$ cat src/rtl/vga_pkg.sv
// vga_pkg
//   Shared constants for the VGA tile renderer: default 640x480@60 timing
//   (pixel counts per region), counter width and display-mode encodings.
package vga_pkg;

    localparam int VGA_H_ACTIVE = 640;
    localparam int VGA_H_FP     = 16;
    localparam int VGA_H_SYNC   = 96;
    localparam int VGA_H_BP     = 48;

    localparam int VGA_V_ACTIVE = 480;
    localparam int VGA_V_FP     = 10;
    localparam int VGA_V_SYNC   = 2;
    localparam int VGA_V_BP     = 33;

    // wide enough for h 0..799 and v 0..524
    localparam int CNT_W = 10;

    typedef enum logic [1:0] {
        MODE_FB    = 2'd0,
        MODE_SOLID = 2'd1,
        MODE_CHECK = 2'd2,
        MODE_BARS  = 2'd3
    } vga_mode_t;

endpackage

$ cat src/rtl/vga_timing_gen.sv
// vga_timing_gen
//   Pixel-tick divider plus horizontal/vertical scan counters and raw
//   (undelayed) sync / active-area flags.
// Ports
//   clk_100MHz, reset_n : system clock, async active-low reset
//   p_tick              : one clk high out of every CLK_DIV
//   h_cnt, v_cnt        : current scan position
//   h_end, v_end        : position is the last column / last line
//   frame_sof           : p_tick while at h=0, v=0
//   hsync_raw, vsync_raw: active-low syncs for the current position
//   video_on            : current position is inside the active area
module vga_timing_gen
    import vga_pkg::*;
#(
    parameter int CLK_DIV  = 4,
    parameter int H_ACTIVE = VGA_H_ACTIVE,
    parameter int H_FP     = VGA_H_FP,
    parameter int H_SYNC   = VGA_H_SYNC,
    parameter int H_BP     = VGA_H_BP,
    parameter int V_ACTIVE = VGA_V_ACTIVE,
    parameter int V_FP     = VGA_V_FP,
    parameter int V_SYNC   = VGA_V_SYNC,
    parameter int V_BP     = VGA_V_BP
) (
    input  logic             clk_100MHz,
    input  logic             reset_n,
    output logic             p_tick,
    output logic [CNT_W-1:0] h_cnt,
    output logic [CNT_W-1:0] v_cnt,
    output logic             h_end,
    output logic             v_end,
    output logic             frame_sof,
    output logic             hsync_raw,
    output logic             vsync_raw,
    output logic             video_on
);

    localparam int H_TOTAL  = H_ACTIVE + H_FP + H_SYNC + H_BP;
    localparam int V_TOTAL  = V_ACTIVE + V_FP + V_SYNC + V_BP;
    localparam int HS_START = H_ACTIVE + H_FP;
    localparam int HS_STOP  = HS_START + H_SYNC;
    localparam int VS_START = V_ACTIVE + V_FP;
    localparam int VS_STOP  = VS_START + V_SYNC;
    localparam int DIV_W    = (CLK_DIV > 1) ? $clog2(CLK_DIV) : 1;

    logic [DIV_W-1:0] div_cnt;

    always_ff @(posedge clk_100MHz or negedge reset_n) begin
        if (!reset_n) begin
            div_cnt <= '0;
        end else if (p_tick) begin
            div_cnt <= '0;
        end else begin
            div_cnt <= div_cnt + 1'b1;
        end
    end

    assign p_tick = (div_cnt == DIV_W'(CLK_DIV - 1));
    assign h_end  = (h_cnt == CNT_W'(H_TOTAL - 1));
    assign v_end  = (v_cnt == CNT_W'(V_TOTAL - 1));

    always_ff @(posedge clk_100MHz or negedge reset_n) begin
        if (!reset_n) begin
            h_cnt <= '0;
            v_cnt <= '0;
        end else if (p_tick) begin
            if (h_end) begin
                h_cnt <= '0;
                v_cnt <= v_end ? '0 : v_cnt + 1'b1;
            end else begin
                h_cnt <= h_cnt + 1'b1;
            end
        end
    end

    assign frame_sof = p_tick && (h_cnt == '0) && (v_cnt == '0);
    assign hsync_raw = !((h_cnt >= CNT_W'(HS_START)) && (h_cnt < CNT_W'(HS_STOP)));
    assign vsync_raw = !((v_cnt >= CNT_W'(VS_START)) && (v_cnt < CNT_W'(VS_STOP)));
    assign video_on  = (h_cnt < CNT_W'(H_ACTIVE)) && (v_cnt < CNT_W'(V_ACTIVE));

endmodule

$ cat src/rtl/vga_tile_renderer.sv
// vga_tile_renderer
//   VGA front end: scan timing, screen-to-tile mapping, framebuffer fetch
//   from an external synchronous RAM, test patterns, registered pixel/sync
//   outputs with a fixed 2 pixel-tick latency.
// Ports
//   clk_100MHz, reset_n : system clock, async active-low reset
//   mode                : 0 framebuffer, 1 solid, 2 tile checker, 3 bars
//   solid_color         : {r,g,b} used by solid and checker modes
//   mem_en, mem_addr    : RAM read request (one tile address per pixel)
//   mem_dout            : RAM read data {r,g,b}
//   hsync, vsync        : active-low syncs, aligned with the pixel outputs
//   red, green, blue    : pixel colour, zero during blanking
//   frame_start         : one clk pulse at the p_tick where h=0, v=0
module vga_tile_renderer
    import vga_pkg::*;
#(
    parameter int CLK_DIV  = 4,
    parameter int TILE_W   = 10,
    parameter int TILE_H   = 15,
    parameter int TX_LOG2  = 6,
    parameter int ADDR_W   = 11,
    parameter int MEM_LAT  = 1,
    parameter int COLOR_W  = 4,
    parameter int H_ACTIVE = VGA_H_ACTIVE,
    parameter int H_FP     = VGA_H_FP,
    parameter int H_SYNC   = VGA_H_SYNC,
    parameter int H_BP     = VGA_H_BP,
    parameter int V_ACTIVE = VGA_V_ACTIVE,
    parameter int V_FP     = VGA_V_FP,
    parameter int V_SYNC   = VGA_V_SYNC,
    parameter int V_BP     = VGA_V_BP
) (
    input  logic                 clk_100MHz,
    input  logic                 reset_n,
    input  logic [1:0]           mode,
    input  logic [3*COLOR_W-1:0] solid_color,
    output logic                 mem_en,
    output logic [ADDR_W-1:0]    mem_addr,
    input  logic [3*COLOR_W-1:0] mem_dout,
    output logic                 hsync,
    output logic                 vsync,
    output logic [COLOR_W-1:0]   red,
    output logic [COLOR_W-1:0]   green,
    output logic [COLOR_W-1:0]   blue,
    output logic                 frame_start
);

    localparam int RGB_W  = 3 * COLOR_W;
    localparam int PX_W   = (TILE_W > 1) ? $clog2(TILE_W) : 1;
    localparam int LN_W   = (TILE_H > 1) ? $clog2(TILE_H) : 1;
    localparam int TY_W   = ADDR_W - TX_LOG2;
    localparam int BAR_PX = H_ACTIVE / 8;

    // The colour is captured one full pixel tick after the address, so the
    // RAM must answer within CLK_DIV-1 clocks.
    if ((MEM_LAT < 1) || (MEM_LAT > CLK_DIV - 1)) begin : g_bad_mem_lat
        $error("MEM_LAT must be in 1..CLK_DIV-1");
    end

    logic             p_tick;
    logic [CNT_W-1:0] h_cnt;
    logic [CNT_W-1:0] v_cnt;
    logic             h_end;
    logic             v_end;
    logic             frame_sof;
    logic             hsync_raw;
    logic             vsync_raw;
    logic             video_on;

    vga_timing_gen #(
        .CLK_DIV (CLK_DIV),
        .H_ACTIVE(H_ACTIVE),
        .H_FP    (H_FP),
        .H_SYNC  (H_SYNC),
        .H_BP    (H_BP),
        .V_ACTIVE(V_ACTIVE),
        .V_FP    (V_FP),
        .V_SYNC  (V_SYNC),
        .V_BP    (V_BP)
    ) u_timing (
        .clk_100MHz(clk_100MHz),
        .reset_n   (reset_n),
        .p_tick    (p_tick),
        .h_cnt     (h_cnt),
        .v_cnt     (v_cnt),
        .h_end     (h_end),
        .v_end     (v_end),
        .frame_sof (frame_sof),
        .hsync_raw (hsync_raw),
        .vsync_raw (vsync_raw),
        .video_on  (video_on)
    );

    // Tile counters track the current h/v position incrementally so the
    // address path needs no divider. tx holds after the last active column;
    // ty may run on during vertical blanking and is cleared at v=0.
    logic [PX_W-1:0]    px;
    logic [TX_LOG2-1:0] tx;
    logic [LN_W-1:0]    ln;
    logic [TY_W-1:0]    ty;

    always_ff @(posedge clk_100MHz or negedge reset_n) begin
        if (!reset_n) begin
            px <= '0;
            tx <= '0;
            ln <= '0;
            ty <= '0;
        end else if (p_tick) begin
            if (h_end) begin
                px <= '0;
                tx <= '0;
                if (v_end) begin
                    ln <= '0;
                    ty <= '0;
                end else if (ln == LN_W'(TILE_H - 1)) begin
                    ln <= '0;
                    ty <= ty + 1'b1;
                end else begin
                    ln <= ln + 1'b1;
                end
            end else if (h_cnt < CNT_W'(H_ACTIVE - 1)) begin
                if (px == PX_W'(TILE_W - 1)) begin
                    px <= '0;
                    tx <= tx + 1'b1;
                end else begin
                    px <= px + 1'b1;
                end
            end
        end
    end

    logic [ADDR_W-1:0] tile_addr;
    assign tile_addr = (ADDR_W'(ty) << TX_LOG2) + ADDR_W'(tx);

    // Stage 1: address issue plus everything stage 2 needs for this pixel.
    logic             video_on_q;
    logic             hsync_q;
    logic             vsync_q;
    logic [CNT_W-1:0] h_q;
    logic             chk_q;
    vga_mode_t        mode_q;

    always_ff @(posedge clk_100MHz or negedge reset_n) begin
        if (!reset_n) begin
            mem_addr   <= '0;
            video_on_q <= 1'b0;
            hsync_q    <= 1'b1;
            vsync_q    <= 1'b1;
            h_q        <= '0;
            chk_q      <= 1'b0;
            mode_q     <= MODE_FB;
        end else if (p_tick) begin
            mem_addr   <= tile_addr;
            video_on_q <= video_on;
            hsync_q    <= hsync_raw;
            vsync_q    <= vsync_raw;
            h_q        <= h_cnt;
            chk_q      <= tx[0] ^ ty[0];
            // mode only changes on a frame boundary to avoid tearing
            if (frame_sof) begin
                mode_q <= vga_mode_t'(mode);
            end
        end
    end

    assign mem_en      = video_on_q;
    assign frame_start = frame_sof;

    logic [2:0]       bar_idx;
    logic [RGB_W-1:0] pix_next;

    assign bar_idx = 3'(h_q / CNT_W'(BAR_PX));

    always_comb begin
        pix_next = '0;
        case (mode_q)
            MODE_FB:    pix_next = mem_dout;
            MODE_SOLID: pix_next = solid_color;
            MODE_CHECK: pix_next = chk_q ? solid_color : ~solid_color;
            MODE_BARS:  pix_next = {{COLOR_W{bar_idx[2]}},
                                    {COLOR_W{bar_idx[1]}},
                                    {COLOR_W{bar_idx[0]}}};
            default:    pix_next = '0;
        endcase
        if (!video_on_q) begin
            pix_next = '0;
        end
    end

    // Stage 2: pixel and syncs leave together.
    logic [RGB_W-1:0] rgb_q;

    always_ff @(posedge clk_100MHz or negedge reset_n) begin
        if (!reset_n) begin
            rgb_q <= '0;
            hsync <= 1'b1;
            vsync <= 1'b1;
        end else if (p_tick) begin
            rgb_q <= pix_next;
            hsync <= hsync_q;
            vsync <= vsync_q;
        end
    end

    assign red   = rgb_q[3*COLOR_W-1:2*COLOR_W];
    assign green = rgb_q[2*COLOR_W-1:COLOR_W];
    assign blue  = rgb_q[COLOR_W-1:0];

endmodule

$ cat config.mk
export PLATFORM = sky130hd
export DESIGN_NAME = vga_tile_renderer
export DESIGN_NICKNAME = d
export VERILOG_FILES = /design/src/rtl/vga_pkg.sv /design/src/rtl/vga_timing_gen.sv /design/src/rtl/vga_tile_renderer.sv
export SDC_FILE = /design/constraint.sdc
export NUM_CORES = 1
export LEC_CHECK = 0
export BUFFER_PORTS_ARGS = -buffer_cell sky130_fd_sc_hd__buf_2
export CORE_UTILIZATION = 53
export DETAILED_ROUTE_END_ITERATION = 8
export PLACE_DENSITY = 0.77
export SLEW_MARGIN = 20
export SYNTH_ARGS = -nofsm -noshare
export SYNTH_HDL_FRONTEND = slang
export SYNTH_SLANG_ARGS = --single-unit
export TNS_END_PERCENT = 30
$ cat constraint.sdc
create_clock -name clk_100MHz -period 1.7 [get_ports clk_100MHz]
set_input_delay 0.34 -clock clk_100MHz [delete_from_list [all_inputs] [get_ports clk_100MHz]]
set_output_delay 0.34 -clock clk_100MHz [all_outputs]
set_load 0.05 [all_outputs]
==> results.py <==
metrics = {
    "worst_setup_path": {
        "critPathCaptureType": "output port",
        "timing.critical_path.buf_inv": 2,
        "crit_required_ns": 1.36,
        "crit_chain": "inv_2 -> ha_4 -> nor2b_4 -> nand3_2 -> nor3_4 -> buf_6",
        "cpPeakStageDelay_ns": 0.42,
        "cp_slowest_cell": "sky130_fd_sc_hd__dfrtp_1",
        "largest_driver_fanout_on_the_critical_path": 3,
        "critPathLaunchType": "flop",
        "setup.worst_path.class": "reg2out",
        "kind_of_cell_adding_the_most_delay_to_the_critical_path": "simple AND/OR/NAND/NOR gates",
        "cp.arrival_ns": 1.66,
    },
    "logic_synthesis": {
        "synth_enable_flop_cells": 0,
        "synth.top_cell.area_share_pct": 44.4,
        "combinational_family_with_the_most_area_after_synthesis": "simple AND/OR/NAND/NOR gates",
        "synth_seq_cells": 82,
        "ys_top_cells_by_area": "sky130_fd_sc_hd__dfrtp_1 (44%), sky130_fd_sc_hd__mux2_2 (5.9%), sky130_fd_sc_hd__o21ai_0 (5.5%), sky130_fd_sc_hd__nand2_1 (3.6%), sky130_fd_sc_hd__ha_1 (3.1%)",
        "yosys.area.top_type": "sky130_fd_sc_hd__dfrtp_1",
        "synth-adder-area-share_pct": 3.13,
        "yosys-mux-area-fraction_pct": 7.26,
        "mappedNetlistArea_um2": 4390,
        "postSynth.topFlopCell": "sky130_fd_sc_hd__dfrtp_1",
        "yosys.area_share.simple_pct": 18.8,
        "syn_nets": 488,
        "synth_area_per_cell_um2": 9.78,
        "synth-xor-area-share_pct": 4.78,
        "cell_variety_after_synth": 58,
        "synth_compound_area_share_pct": 15.0,
        "synth_seq_area_share_pct": 46.8,
        "synth_async_sr_flop_share_pct": 100,
        "post_synth_inst_count": 449,
        "synth_warnings": 0,
    },
    "placed_design": {
        "place_area_um2": 5160,
        "hpwl_um": 7830,
        "dpl.cell_count": 639,
        "routabilityCongestion": 0.873,
        "port_buffers": 54,
    },
    "pwr": {
        "swShare_pct": 26.4,
        "sequentialPowerShare_pct": 55.5,
        "p_per_area_nw_per_um2": 614,
        "max-vdd-ir-drop_mv": 0.437,
        "combinational_cell_fraction_of_total_power_pct": 8.9,
        "pwr-share-clk_pct": 35.6,
        "internal_power_uw": 2650,
        "fin_total_pwr_uw": 3600,
        "p_leak_uw": 0.00274,
        "total_switching_power_uw": 948,
    },
    "clocking": {
        "cts-root-to-sink-buffers": 2,
        "path_clk_slew_ns": 0.09,
        "clock_root_buffer": "sky130_fd_sc_hd__clkbuf_8",
        "clock_tree.htree_level_count": 3,
        "cts.sink_count": 82,
        "clock_insertion_delay_worst_skew_ns": 0.36,
        "tritoncts": "yes",
        "cts_made_buffers": 9,
    },
    "sta": {
        "achievable-frequency_mhz": 501,
        "drv_slew": 0,
        "finalSetupViolations": 34,
        "final_min_period_over_clock_period_pct": 117,
        "finalWorstPathRequiredPeriod_ns": 2.00,
        "fin_worst_hold_slack_ns": 0.216,
        "final.setup.tns_ns": -2.92,
        "hold_viol_final": 0,
        "setup_repair_after_global_routing_missed_its_margin": "yes",
        "worst_clock_skew_ns": 0.0163,
        "layout_setup_ws_ns": -0.297,
        "max_slew.worst_pin.slew_ns": 0.490,
        "relSlewSlack_pct": 67.3,
    },
    "drt": {
        "drt_first_iter_violations": 257,
        "post_drt_via_cell_ratio": 5.97,
        "post_detailed_route_drc_marker_count": 0,
        "firstDrtPassIters": 5,
        "wl_met2_um": 6190,
        "antenna_violating_nets_post_route": 0,
        "met3_wirelength_um": 779,
        "wirelength_um": 12200,
        "dr_total_vias": 3991,
        "detail_route.wirelength.met1_um": 4900,
        "highest_layer": "met4",
        "detail_route.wl_per_cell_um": 18.2,
    },
    "floorplan": {
        "fp.dieW_um": 93.0,
        "core_um2": 7890,
        "placement_rows": 32,
        "initial_utilization_pct": 55.7,
        "boundaryPins": 55,
        "die-area_um2": 8660,
        "floorplan.die.height_um": 93.0,
    },
    "final_layout": {
        "area_delta_synth_final_pct": 33.4,
        "drive_gt1_share_pct": 41.8,
        "antenna_cells": 0,
        "post_layout_nonfiller_instances": 669,
        "layout.filler_cells": 488,
        "finish.instance_area_um2": 5860,
        "finish.net_count": 601,
    },
    "grt": {
        "antenna_found_initial": 0,
        "first_global_vias": 3729,
        "grt_max_degree": 37,
        "gr-total-overflow": 0,
        "grt_pass1_wl_um": 18000,
        "grt.total_usage_pct": 26.8,
    },
    "min_path": {
        "min-delay-path-class": "in2reg",
    },
    "run_status": {
        "run_status": "finished with violations",
        "failed_checks": "setup timing",
    },
    "run": {
        "max_cap_violations": 0,
    },
}
==> synth_stat cells, types with 2 or more instances <==
master and instances:
sky130_fd_sc_hd__a21o_1 2, sky130_fd_sc_hd__a21oi_1 13, sky130_fd_sc_hd__a221oi_1 5, sky130_fd_sc_hd__a22o_1 3, sky130_fd_sc_hd__a22oi_1 8, sky130_fd_sc_hd__and3_1 10
sky130_fd_sc_hd__buf_1 2, sky130_fd_sc_hd__buf_2 6, sky130_fd_sc_hd__clkbuf_1 15, sky130_fd_sc_hd__dfrtp_1 78, sky130_fd_sc_hd__dfstp_2 4, sky130_fd_sc_hd__ha_1 11
sky130_fd_sc_hd__inv_1 19, sky130_fd_sc_hd__mux2_2 23, sky130_fd_sc_hd__mux2i_1 6, sky130_fd_sc_hd__nand2_1 42, sky130_fd_sc_hd__nand2_2 2, sky130_fd_sc_hd__nand2b_1 5
sky130_fd_sc_hd__nand3_1 21, sky130_fd_sc_hd__nand3b_1 4, sky130_fd_sc_hd__nand4_1 5, sky130_fd_sc_hd__nor2_1 26, sky130_fd_sc_hd__nor2b_1 10, sky130_fd_sc_hd__nor3_1 7
sky130_fd_sc_hd__nor3b_1 2, sky130_fd_sc_hd__nor4_1 5, sky130_fd_sc_hd__o21ai_0 48, sky130_fd_sc_hd__o21ai_1 5, sky130_fd_sc_hd__o2bb2ai_1 4, sky130_fd_sc_hd__o31ai_1 6
sky130_fd_sc_hd__o41ai_1 2, sky130_fd_sc_hd__or3_1 2, sky130_fd_sc_hd__xnor2_1 12, sky130_fd_sc_hd__xor2_1 12
==> cell usage in the layout (no fill, tap or decap), drive strengths merged, types with 6 or more instances in the layout <==
cell type	Yosys	final
a21oi	14	14
o31ai	6	6
mux2i	6	6
nor2b	10	10
nand2	44	45
nand3	21	21
xor2	12	12
a22oi	8	8
dfrtp	78	78
xnor2	12	12
inv	19	19
nor3	8	8
o21ai	53	53
mux2	23	23
nor2	26	26
clkbuf	15	12
buf	10	124
ha	11	11
and3	10	10
nor4	7	7
==> registers in the layout (all words and copies together), names as in the netlist <==
signal / flops
chk_q: 1
h_q: 10
hsync: 1
hsync_q: 1
ln: 4
mem_addr: 11
mem_en: 1
mode_q: 2
px: 4
rgb_q: 12
tx: 6
ty: 5
u_timing.div_cnt: 2
u_timing.h_cnt: 10
u_timing.v_cnt: 10
vsync: 1
vsync_q: 1
==> power groups by stage <==
stage	clock (uW)	sequential, uW	combinational [uW]
finish	1280	2000	320
global route	1380	2000	351
CTS	1290	2000	324
detailed placement	0	2040	321
global placement	0	2030	311
floorplan	0	2130	89.7
==> through the flow <==
stage,util (%),setup WS [ns]
after detailed placement,65.4,-0.160
after CTS,69.5,-0.287
after global routing,74.3,-0.354
after global placement,65.4,-0.0522
final,74.3,-0.297
after floorplan,-,-0.0812
==> layer usage <==
layer,vias up,global-route usage (%)
met1,1954,33.3
met4,0,10.4
li1,1828,-
met2,179,46.0
met3,30,5.12
met5,-,0
==> what timing repair did <==
| item | in CTS | in global routing |
|---|---|---|
| gates cloned | 0 | 3 |
| endpoints found under the setup margin | 29 | 50 |
| gates resized for setup | 28 | 75 |
| setup buffers | 3 | 7 |
| pin swaps | 5 | 29 |
| hold buffers | 1 | 0 |
| hold endpoints to repair | 28 | 0 |
==> final timing paths <==
| check | slack [ns] | end | start | cells past startpoint |
|---|---|---|---|---|
| setup reg to reg | -0.16 | mode_q[0] | u_timing.h_cnt[9] | 6 |
| max in group asynchronous | 0.66 | u_timing.h_cnt[4] | reset_n | 3 |
| hold reg to reg | 0.49 | u_timing.div_cnt[0] | u_timing.div_cnt[0] | 1 |
| hold / removal | 0.22 | mode_q[1] | mode[1] | 2 |
| min in group asynchronous | 0.48 | ty[3] | reset_n | 2 |
| setup / recovery | -0.30 | frame_start | u_timing.v_cnt[1] | 6 |
==> final cells by class <==
type                            instances  area (um2)  share of cell area, %
Multi-Input combinational cell        324        2540                   43.3
Sequential cell                        82        2060                   35.2
Timing Repair Buffer                  126         891                   15.2
Clock buffer                           11         141                   2.41
Tap cell                              102         128                   2.18
Inverter                               19        71.3                   1.22
Clock inverter                          5        31.3                  0.534
==> logic make-up after synthesis <==
| kind of cell | Yosys count |
|---|---|
| simple gates | 154 |
| compound gates | 105 |
| flops | 82 |
| buf+inv | 44 |
| mux | 29 |
| xor+xnor | 24 |
| fa+ha+maj | 11 |
Note: power is estimated with default switching activity, not from simulation.
